$ cat src/rtl/life_render_pkg.sv
// life_render_pkg
// Shared types and constants for the Life renderer slice.
//   - Board geometry (BOARD_SIZE, LOG_BOARD_SIZE) and raster counter widths.
//   - rgb_t : 12-bit {R[3:0],G[3:0],B[3:0]} pixel colour.
//   - pop_t : live-cell count; BOARD_SIZE^2 fits without saturation.
//   - Palette constants used by the colour selector.
package life_render_pkg;

    localparam int LOG_BOARD_SIZE = 7;
    localparam int BOARD_SIZE     = 1 << LOG_BOARD_SIZE;
    localparam int HCOUNT_WIDTH   = 10;
    localparam int VCOUNT_WIDTH   = 10;

    typedef logic [11:0]               rgb_t;
    typedef logic [2*LOG_BOARD_SIZE:0] pop_t;

    localparam rgb_t ALIVE_COLOR  = 12'hFFF;
    localparam rgb_t DEAD_COLOR   = 12'h000;
    localparam rgb_t CURSOR_COLOR = 12'hF00;
    localparam rgb_t BORDER_COLOR = 12'h0F0;
    localparam rgb_t GRID_COLOR   = 12'h222;

endpackage

$ cat src/rtl/life_render_if.sv
// life_render_if
// Bundles the renderer's pixel-stream inputs and its video/HUD outputs.
//   master : upstream side (drives raster position, timing, alive bit, cursor;
//            receives rgb, delayed timing and population).
//   slave  : the renderer itself.
interface life_render_if;
    import life_render_pkg::*;

    logic [HCOUNT_WIDTH-1:0]   hcount_in;
    logic [VCOUNT_WIDTH-1:0]   vcount_in;
    logic                      hsync_in;
    logic                      vsync_in;
    logic                      blank_in;
    logic                      alive_in;
    logic [LOG_BOARD_SIZE-1:0] cursor_x_in;
    logic [LOG_BOARD_SIZE-1:0] cursor_y_in;

    logic                      hsync_out;
    logic                      vsync_out;
    logic                      blank_out;
    rgb_t                      rgb_out;
    pop_t                      population_out;
    logic                      pop_valid_out;

    modport master (
        output hcount_in, vcount_in, hsync_in, vsync_in, blank_in, alive_in,
               cursor_x_in, cursor_y_in,
        input  hsync_out, vsync_out, blank_out, rgb_out, population_out, pop_valid_out
    );

    modport slave (
        input  hcount_in, vcount_in, hsync_in, vsync_in, blank_in, alive_in,
               cursor_x_in, cursor_y_in,
        output hsync_out, vsync_out, blank_out, rgb_out, population_out, pop_valid_out
    );

endinterface

$ cat src/rtl/life_pop_counter.sv
// life_pop_counter
// Counts live, visible board pixels over a frame and publishes the total at
// frame end; also keeps the frame counter that drives the cursor blink.
//   clk_in, rst_in : pixel clock, synchronous active-low reset
//   count_en       : stage-1 pixel is in board, alive and unblanked
//   frame_end      : stage-1 pixel is the frame-end marker (h=0, v=BOARD_SIZE)
//   population     : count of the last completed frame
//   pop_valid      : one-cycle pulse, aligned with a population update
//   blink_on       : frame_cnt[BLINK_LOG-1]
module life_pop_counter
    import life_render_pkg::*;
#(
    parameter int BLINK_LOG = 5
) (
    input  logic clk_in,
    input  logic rst_in,
    input  logic count_en,
    input  logic frame_end,
    output pop_t population,
    output logic pop_valid,
    output logic blink_on
);

    pop_t                 acc_reg, acc_next;
    pop_t                 pop_reg, pop_next;
    logic                 pop_valid_reg;
    logic [BLINK_LOG-1:0] frame_cnt_reg, frame_cnt_next;

    // Frame end sits outside the board, so clearing and counting never collide.
    always_comb begin
        acc_next       = acc_reg;
        pop_next       = pop_reg;
        frame_cnt_next = frame_cnt_reg;
        if (frame_end) begin
            pop_next       = acc_reg;
            acc_next       = '0;
            frame_cnt_next = frame_cnt_reg + 1'b1;
        end else if (count_en) begin
            acc_next = acc_reg + pop_t'(1);
        end
    end

    always_ff @(posedge clk_in) begin
        if (!rst_in) begin
            acc_reg       <= '0;
            pop_reg       <= '0;
            pop_valid_reg <= 1'b0;
            frame_cnt_reg <= '0;
        end else begin
            acc_reg       <= acc_next;
            pop_reg       <= pop_next;
            pop_valid_reg <= frame_end;
            frame_cnt_reg <= frame_cnt_next;
        end
    end

    assign population = pop_reg;
    assign pop_valid  = pop_valid_reg;
    assign blink_on   = frame_cnt_reg[BLINK_LOG-1];

endmodule

$ cat src/rtl/life_render.sv
// life_render
// Two-stage pixel renderer: board colouring, blinking cursor crosshair, border,
// plus a per-frame live-cell population count.
//   clk_in : pixel clock
//   rst_in : synchronous active-low reset
//   bus    : life_render_if.slave (raster in, alive bit, cursor; rgb, delayed
//            sync/blank, population_out/pop_valid_out)
// Latency is 2 cycles for rgb and timing; one pixel per cycle, no stalls.
// Optional macro LIFE_RENDER_GRID_EN: dead board pixels on every
// 2^GRID_STEP_LOG-th row/column show GRID_COLOR. The GRID_STEP_LOG parameter
// only exists when the macro is defined.
module life_render
    import life_render_pkg::*;
#(
    parameter int BLINK_LOG = 5
`ifdef LIFE_RENDER_GRID_EN
    , parameter int GRID_STEP_LOG = 4
`endif
) (
    input  logic          clk_in,
    input  logic          rst_in,
    life_render_if.slave  bus
);

    localparam logic [HCOUNT_WIDTH-1:0] H_EDGE = HCOUNT_WIDTH'(BOARD_SIZE);
    localparam logic [VCOUNT_WIDTH-1:0] V_EDGE = VCOUNT_WIDTH'(BOARD_SIZE);

    // Stage-1 decode
    logic in_board_next, on_cursor_next, on_border_next, frame_end_next;
    logic in_board_reg, on_cursor_reg, on_border_reg, frame_end_reg, alive_reg;
    logic hsync_s1_reg, vsync_s1_reg, blank_s1_reg;
`ifdef LIFE_RENDER_GRID_EN
    logic on_grid_next, on_grid_reg;
`endif

    // Stage-2 outputs
    rgb_t rgb_next, rgb_reg;
    logic hsync_s2_reg, vsync_s2_reg, blank_s2_reg;

    logic blink_on;
    logic count_en;

    always_comb begin
        in_board_next  = (bus.hcount_in < H_EDGE) && (bus.vcount_in < V_EDGE);
        on_cursor_next = in_board_next &&
                         ((bus.hcount_in == HCOUNT_WIDTH'(bus.cursor_x_in)) ||
                          (bus.vcount_in == VCOUNT_WIDTH'(bus.cursor_y_in)));
        on_border_next = ((bus.hcount_in == H_EDGE) && (bus.vcount_in <= V_EDGE)) ||
                         ((bus.vcount_in == V_EDGE) && (bus.hcount_in <= H_EDGE));
        frame_end_next = (bus.vcount_in == V_EDGE) && (bus.hcount_in == '0);
`ifdef LIFE_RENDER_GRID_EN
        on_grid_next   = in_board_next &&
                         ((bus.hcount_in[GRID_STEP_LOG-1:0] == '0) ||
                          (bus.vcount_in[GRID_STEP_LOG-1:0] == '0));
`endif
    end

    // Stage-1 timing resets to the idle level (syncs high, blanked) so the
    // outputs do not glitch active for a cycle as reset releases.
    always_ff @(posedge clk_in) begin
        if (!rst_in) begin
            in_board_reg  <= 1'b0;
            on_cursor_reg <= 1'b0;
            on_border_reg <= 1'b0;
            frame_end_reg <= 1'b0;
            alive_reg     <= 1'b0;
            hsync_s1_reg  <= 1'b1;
            vsync_s1_reg  <= 1'b1;
            blank_s1_reg  <= 1'b1;
`ifdef LIFE_RENDER_GRID_EN
            on_grid_reg   <= 1'b0;
`endif
        end else begin
            in_board_reg  <= in_board_next;
            on_cursor_reg <= on_cursor_next;
            on_border_reg <= on_border_next;
            frame_end_reg <= frame_end_next;
            alive_reg     <= bus.alive_in;
            hsync_s1_reg  <= bus.hsync_in;
            vsync_s1_reg  <= bus.vsync_in;
            blank_s1_reg  <= bus.blank_in;
`ifdef LIFE_RENDER_GRID_EN
            on_grid_reg   <= on_grid_next;
`endif
        end
    end

    // Colour priority: blank, cursor (when lit), alive, grid, dead, border.
    always_comb begin
        rgb_next = '0;
        if (blank_s1_reg)
            rgb_next = '0;
        else if (on_cursor_reg && blink_on)
            rgb_next = CURSOR_COLOR;
        else if (in_board_reg && alive_reg)
            rgb_next = ALIVE_COLOR;
`ifdef LIFE_RENDER_GRID_EN
        else if (on_grid_reg)
            rgb_next = GRID_COLOR;
`endif
        else if (in_board_reg)
            rgb_next = DEAD_COLOR;
        else if (on_border_reg)
            rgb_next = BORDER_COLOR;
    end

    always_ff @(posedge clk_in) begin
        if (!rst_in) begin
            rgb_reg      <= '0;
            hsync_s2_reg <= 1'b1;
            vsync_s2_reg <= 1'b1;
            blank_s2_reg <= 1'b1;
        end else begin
            rgb_reg      <= rgb_next;
            hsync_s2_reg <= hsync_s1_reg;
            vsync_s2_reg <= vsync_s1_reg;
            blank_s2_reg <= blank_s1_reg;
        end
    end

    assign count_en = in_board_reg && alive_reg && !blank_s1_reg;

    life_pop_counter #(
        .BLINK_LOG (BLINK_LOG)
    ) u_pop_counter (
        .clk_in     (clk_in),
        .rst_in     (rst_in),
        .count_en   (count_en),
        .frame_end  (frame_end_reg),
        .population (bus.population_out),
        .pop_valid  (bus.pop_valid_out),
        .blink_on   (blink_on)
    );

    assign bus.rgb_out   = rgb_reg;
    assign bus.hsync_out = hsync_s2_reg;
    assign bus.vsync_out = vsync_s2_reg;
    assign bus.blank_out = blank_s2_reg;

endmodule

$ cat src/flat_wrapper.sv
// flat-port wrapper written by rule: the top's interface ports become plain ports
module life_render_flat import life_render_pkg::*;
#(
    parameter int BLINK_LOG = 5

)
  (clk_in, rst_in, bus_hcount_in, bus_vcount_in, bus_hsync_in, bus_vsync_in, bus_blank_in, bus_alive_in, bus_cursor_x_in, bus_cursor_y_in, bus_hsync_out, bus_vsync_out, bus_blank_out, bus_rgb_out, bus_population_out, bus_pop_valid_out);
  life_render_if bus_i ();
  input  logic clk_in;
  input  logic rst_in;
  input wire logic [$bits(bus_i.hcount_in)-1:0] bus_hcount_in;
  input wire logic [$bits(bus_i.vcount_in)-1:0] bus_vcount_in;
  input wire logic [$bits(bus_i.hsync_in)-1:0] bus_hsync_in;
  input wire logic [$bits(bus_i.vsync_in)-1:0] bus_vsync_in;
  input wire logic [$bits(bus_i.blank_in)-1:0] bus_blank_in;
  input wire logic [$bits(bus_i.alive_in)-1:0] bus_alive_in;
  input wire logic [$bits(bus_i.cursor_x_in)-1:0] bus_cursor_x_in;
  input wire logic [$bits(bus_i.cursor_y_in)-1:0] bus_cursor_y_in;
  output wire logic [$bits(bus_i.hsync_out)-1:0] bus_hsync_out;
  output wire logic [$bits(bus_i.vsync_out)-1:0] bus_vsync_out;
  output wire logic [$bits(bus_i.blank_out)-1:0] bus_blank_out;
  output wire logic [$bits(bus_i.rgb_out)-1:0] bus_rgb_out;
  output wire logic [$bits(bus_i.population_out)-1:0] bus_population_out;
  output wire logic [$bits(bus_i.pop_valid_out)-1:0] bus_pop_valid_out;
  assign bus_i.hcount_in = bus_hcount_in;
  assign bus_i.vcount_in = bus_vcount_in;
  assign bus_i.hsync_in = bus_hsync_in;
  assign bus_i.vsync_in = bus_vsync_in;
  assign bus_i.blank_in = bus_blank_in;
  assign bus_i.alive_in = bus_alive_in;
  assign bus_i.cursor_x_in = bus_cursor_x_in;
  assign bus_i.cursor_y_in = bus_cursor_y_in;
  assign bus_hsync_out = bus_i.hsync_out;
  assign bus_vsync_out = bus_i.vsync_out;
  assign bus_blank_out = bus_i.blank_out;
  assign bus_rgb_out = bus_i.rgb_out;
  assign bus_population_out = bus_i.population_out;
  assign bus_pop_valid_out = bus_i.pop_valid_out;
  life_render #(.BLINK_LOG(BLINK_LOG)) u_core (.clk_in(clk_in), .rst_in(rst_in), .bus(bus_i));
endmodule
$ cat config.mk
export PLATFORM = sky130hd
export DESIGN_NAME = life_render_flat
export DESIGN_NICKNAME = d
export VERILOG_FILES = /design/src/rtl/life_render_pkg.sv /design/src/rtl/life_render_if.sv /design/src/rtl/life_pop_counter.sv /design/src/rtl/life_render.sv /design/src/flat_wrapper.sv
export SDC_FILE = /design/constraint.sdc
export NUM_CORES = 1
export LEC_CHECK = 0
export BUFFER_PORTS_ARGS = -buffer_cell sky130_fd_sc_hd__buf_2
export CAP_MARGIN = 20
export CELL_PAD_IN_SITES_DETAIL_PLACEMENT = 1
export CELL_PAD_IN_SITES_GLOBAL_PLACEMENT = 1
export CORE_MARGIN = 1.5
export CORE_UTILIZATION = 34
export CTS_CLUSTER_SIZE = 8
export DETAILED_ROUTE_END_ITERATION = 12
export PLACE_DENSITY = 0.79
export SETUP_SLACK_MARGIN = 0.1
export SYNTH_ARGS = -nofsm -noshare
export SYNTH_HDL_FRONTEND = slang
export SYNTH_SLANG_ARGS = --single-unit
export TNS_END_PERCENT = 30
$ cat constraint.sdc
create_clock -name clk_in -period 1.5 [get_ports clk_in]
set_clock_uncertainty 0.2 [all_clocks]
set_input_delay 0.075 -clock clk_in [delete_from_list [all_inputs] [get_ports clk_in]]
set_output_delay 0.075 -clock clk_in [all_outputs]
set_load 0.05 [all_outputs]
# --- Word level (Yosys, flattened, before mapping) ---
# Cells that the tools add are included.
# Widths: inputs -> output; s select.
word_totals:
  inputBits: 40
  regBits: 59
  output_inout_bits: 31
  wordCells: 47
op_classes:
  bitwise_logic: 1
  mux: 4
  n_reduce_logical: 15
  n_addsub: 2
  order_cmp: 4
  n_eq_ne: 4
op_table:
  columns: ["operator", "n"]
  rows:
  - ["$mux 12", 3]
  - ["$eq 10x7->1", 2]
  - ["$eq 10x8->1 const B", 2]
  - ["$le 10x8->1 const B", 2]
  - ["$lt 10x8->1 const B", 2]
  - ["$add 15x1->15 const B", 1]
  - ["$logic_not 10->1", 1]
  - ["$logic_and 1x1->1", 8]
  - ["$mux 8", 1]
  - ["$add 5x1->5 const B", 1]
  - ["$reduce_or 2->1", 2]
  - ["$reduce_or 3->1", 1]
  - ["$logic_or 1x1->1", 2]
  - ["$logic_not 1->1", 1]
  - ["$not 1->1", 1]

# --- Logic depth before layout (Yosys ltp) ---
logic_depth:
  depth_word: 4
  ltp_mapped: 5
  ltp_nobuf: 5

# --- By module ---
# From an unflattened synthesis, not the netlist that was laid out.
unflattened:
  cells_unflattened: 226
  hier_area_um2: 2234.6
modules_own_cells:
  columns: ["module", "n_inst", "seq_area_each_um2", "area_each_um2", "cells_each"]
  rows:
  - ["life_pop_counter", 1, 720.7, 1527.7, 154]
  - ["life_render", 1, 280.3, 706.9, 72]

# --- Least setup slack after synthesis ---
# OpenSTA, ideal clock, no wires.
synth_path:
  path_type: "reg2reg"
  startpoint: "reg u_core.in_board_reg"
  endpoint: "reg u_core.u_pop_counter.acc_reg[11]"
  t_arrival_ns: 1.416
  required_ns: 1.230
  setup_ns: 0.070
  synth_period_minus_slack_ns: 1.686
  stages_incl_launch_ff: 5
  path_slack_ns: -0.186
  path_cell_list: "dfxtp_1 -> nand3b_4 -> or3_4 -> or4_1 -> a21oi_1"
synth_via:
  elab_chain_cells: 2
synth_rtl:
  columns: ["element", "line", "text"]
  rows:
  - ["from (decl)", "life_render.sv:30", "logic in_board_reg, on_cursor_reg, on_border_reg, frame_end_reg, alive_reg;"]
  - ["from (signal assigned)", "life_render.sv:74", "in_board_reg <= in_board_next;"]
  - ["$logic_and 1x1->1 (2 in series)", "life_render.sv:121", "assign count_en = in_board_reg && alive_reg && !blank_s1_reg;"]
  - ["to (signal assigned)", "life_pop_counter.sv:50", "acc_reg <= acc_next;"]
  - ["to (decl)", "life_pop_counter.sv:24", "pop_t acc_reg, acc_next;"]
# Every way passes these cells.
# A chain may end at the register's enable or synchronous reset.

# --- Worst setup path after layout ---
layout_path:
  startpoint: "reg u_core.u_pop_counter.acc_reg[1]"
  endpoint: "reg u_core.u_pop_counter.acc_reg[11]"
layout_via:
  elab_chain_cells: 1
layout_rtl:
  columns: ["element", "line", "text"]
  rows:
  - ["$add 15x1->15", "life_pop_counter.sv:39", "acc_next = acc_reg + pop_t'(1);"]
# Every way passes these cells.

==> flow_results.org <==
** Clocking
- Inserted Clock Buffers :: 5
- Register clock-pin slew on the reported worst setup and hold paths :: about 0.1 ns
- Root Buffer Master :: clkbuf_8
- Clock tree synthesis found a total of 50 sinks.
- The longest clock path from root to sink contains 2 buffers.
- Clock tree from TritonCTS :: done
- At the later pin of the worst-skew pair, clock insertion delay measures 0.31 ns.
- Htree depth :: 2

** Detailed routing
- Post-detailed-routing wire length :: approximately 6.4 mm
- For this run, design rule violations remaining after detail routing come to 0.
- Vias per cell :: approximately 4.9
- For this block, the initial DRC count from the detailed router was between 60 and 70.
- Total number of vias :: slightly below 2000
- 1st-pass router iterations :: 4
- WL/cell :: about 16 um
- In this run the remaining antenna-violating nets after routing total 0.

** Logic synthesis
- Portion of the post-synthesis area used by sequential elements :: 0.4632
- After synthesis the cells add up to approximately 2200 um2.
- Yosys printed 0 warnings.
- The synthesized netlist contains 32 unique library cells.
- Cell types with the largest area share after synthesis :: dfxtp_1, xnor2_1, mux2i_1
- Synthesized netlist cell count :: roughly 220
- The largest total area in the synthesized netlist belongs to dfxtp_1.
- Of the post-synthesis cell area, the dominant cell type holds 0.4632.
- The number of nets in the synthesized netlist is 261.
- After synthesis, the mean cell area works out to 9.867 um2.
- Counting flops and latches in the post-synthesis netlist gives 50.

** Critical path
- In this run the critical register-to-register path is captured at u_core.u_pop_counter.acc_reg[11].
- Worst r2r path cells :: 4
- The most critical setup path has its endpoint at u_core.u_pop_counter.acc_reg[11].
- STA puts the critical path data required time at 1.55 ns.
- At the worst endpoint, the arrival time is about 1.7 ns.
- Beginning of the worst register-to-register path :: u_core.u_pop_counter.acc_reg[1]
- The worst setup path is captured at a flip-flop.
- Register-to-register path setup slack :: -0.15 ns
- The critical path in this run is classified as reg -> reg.
- The worst setup path is launched from a flip-flop.
- The critical path starts at u_core.u_pop_counter.acc_reg[1].
- Largest driver fanout on the critical path :: 3

** Pwr
- Of the total power, the share spent switching nets is 0.2155.
- Of the total power, the clock network draws 0.390.
- Worst ir drop on vdd :: about 360 uV
- Final Total Pwr :: approximately 2.5 mW
- Power per cell area :: a little under 800 nW/um2
- The internal portion of the total power is just under 2 mW.
- The analysis attributes to net switching a power of 541.9 uW.
- Of the total power, combinational logic draws 0.080.
- Leakage Power :: between 1 and 1.5 nW
- Part of the total power dissipated in sequential elements :: 0.531

** Status
- The checks that failed: negative hold slack, negative setup slack.
- The flow ran to the end, but the final reports show violations.

** Floorplanning
- Measured along the y axis, the die boundary spans between 80 and 90 um.
- Placement row count :: 28
- The floorplan step defined a core boundary enclosing approximately 6000 um2.
- The floorplan step defined a die boundary enclosing 6843 um2.
- During I/O placement, the number of pins put on the boundary was 71.
- In this run the horizontal extent of the chip is between 80 and 90 um.
- For this configuration, the core starts out at a cell density of 0.3586.

** Min path
- Hold crit path type :: in -> reg

** Finish
- 0 antenna diodes ended up in the layout.
- The top cell types in the final layout, fill and taps aside, are buf_2, dfxtp_1, buf_4.
- Compared with the post-synthesis result, the final layout area differs by 48.58%.
- Final design area excluding fillers :: between 3000 and 4000 um2
- Fill cell total of the finished layout :: 693
- Layout cells sized above 1 :: 0.4308
- At the end of the flow, the number of nets in the layout was 367.
- Leaving out fill and tap cells, the most frequent cell in the layout is buf_2.

** STA
- Count of final hold-check violations :: 2
- Slew headroom :: 0.7041
- Final worst-path cycle share :: 1.098
- For the pin with the worst max-slew slack, the measured transition is about 0.44 ns.
- For the final routed database, the setup TNS stands at -0.4944 ns.
- Setup violations remaining at the end of the flow were counted as 7.
- RSZ-0062 raised after global routing :: true
- Maximum frequency from static timing analysis :: between 600 and 700 MHz
- The number of pins with negative max-slew slack in the final report came to 0.
- Worst setup slack after layout :: -0.1467 ns
- For the finished layout, the period the worst path requires is around 1.6 ns.
- Hold timing on the final database bottoms out at a slack of -0.1063 ns.

** Placement
- Post-detailed-placement cell area :: around 2700 um2
- Weighted congestion at the end of routability-driven global placement :: around 0.81
- Buffers placed on the I/O ports in this run total 70.
- Detailed placement finished with a half-perimeter wire length of around 3.9 mm.

** Flow run
- Across the run, the number of max-cap violations was 0.

** Global route
- Global-route wire length before repair :: 9.784 mm
- Initial antenna violation count :: 0
- Gr usage total :: 0.1931
- The number of global-route vias before repair came to ~2000.
- Maximum number of pins on one net before global-route repair :: 20
- Leftover overflow at the end of global routing :: 0
## critical path, cell delays in order, from the launching register on
cell and delay (ns):
dfxtp_4 0.38, nand3_4 0.08, or3_4 0.38, or4_4 0.42, a21oi_2 0.14
## cell families (layout without fill, tap and decap cells)
family / after synthesis / in the layout / synth area share
DFF: 50 / 50 / 0.4632
and+or+nand+nor: 92 / 92 / 0.2507
buffers and inverters: 18 / 124 / 0.04747
muxes: 17 / 17 / 0.07875
xor gates and xnor gates: 29 / 29 / 0.1175
AOI/OAI and AO/OA: 11 / 11 / 0.03069
adders and majority gates: 2 / 2 / 0.01158
## per-stage QoR
stage	setup WS, ns	instances	utilization
floorplan	-0.09942	219	-
global placement	-0.1593	371	0.4502
detailed placement	-0.2062	371	0.4502
CTS	-0.1354	398	0.5166
global route	-0.2164	400	0.5328
finish	-0.1467	400	0.5328
## power by group through the flow
stage	registers, mW	logic (mW)	clock network [mW]
global route	1.34	0.218	1.05
CTS	1.34	0.198	1.00
global placement	1.37	0.158	0
floorplan	1.38	0.0660	0
detailed placement	1.37	0.165	0
finish	1.33	0.201	0.980
## Yosys cell counts (all sizes together)
master and n:
nand4 7, or4 2, o31ai 2, buf 11, nor4 9, and4b 1
and2 6, o21a 1, dfxtp 50, nand2 7, ha 2, o22a 1
nand3b 1, nand2b 9, a21oi 6, nand4b 2, nor2 15, xor2 7
nand3 7, or3 3, nor2b 16, nor3 6, xnor2 22, clkbuf 4
inv 3, mux2i 17, nor4b 1, o21ai 1
## worst min-delay path by stage
stage | cells after the start | to | start | slack [ns]
final | 4 | u_core.in_board_reg | bus_hcount_in[9] | -0.11
after global routing | 4 | u_core.in_board_reg | bus_hcount_in[9] | -0.08
after CTS | 4 | u_core.frame_end_reg | bus_hcount_in[8] | -0.11
after detailed placement | 2 | u_core.blank_s1_reg | bus_blank_in | 0.07
after global placement | 2 | u_core.vsync_s1_reg | bus_vsync_in | 0.05
after floorplan | 1 | u_core.frame_end_reg | bus_hcount_in[7] | -0.05
## per-layer routing
| metal | GRT usage | wire length [um] |
|---|---|---|
| met1 | 0.2205 | 2646 |
| met2 | 0.3415 | 3362 |
| met3 | 0.04615 | 258 |
| met4 | 0.08167 | 160 |
| met5 | 0 | 0 |
## timing repair
action	in CTS	in global routing
hold endpoints to repair	10	2
pin swaps	6	15
resized for setup	19	19
setup endpoints to repair	12	21
setup buffers	5	4
hold buffers	15	2
## layout make-up
class                      instances  area [um2]  share of cell area
clock buffer                       6       82.58             0.02572
clock inverter                     1       30.03            0.009353
inverter                           3       11.26            0.003507
multi-input combinational        151        1221              0.3804
sequential                        50        1021              0.3180
tap                               75       93.84             0.02923
timing repair buffer             114       750.7              0.2338
Note: power is estimated with default switching activity, not from simulation.
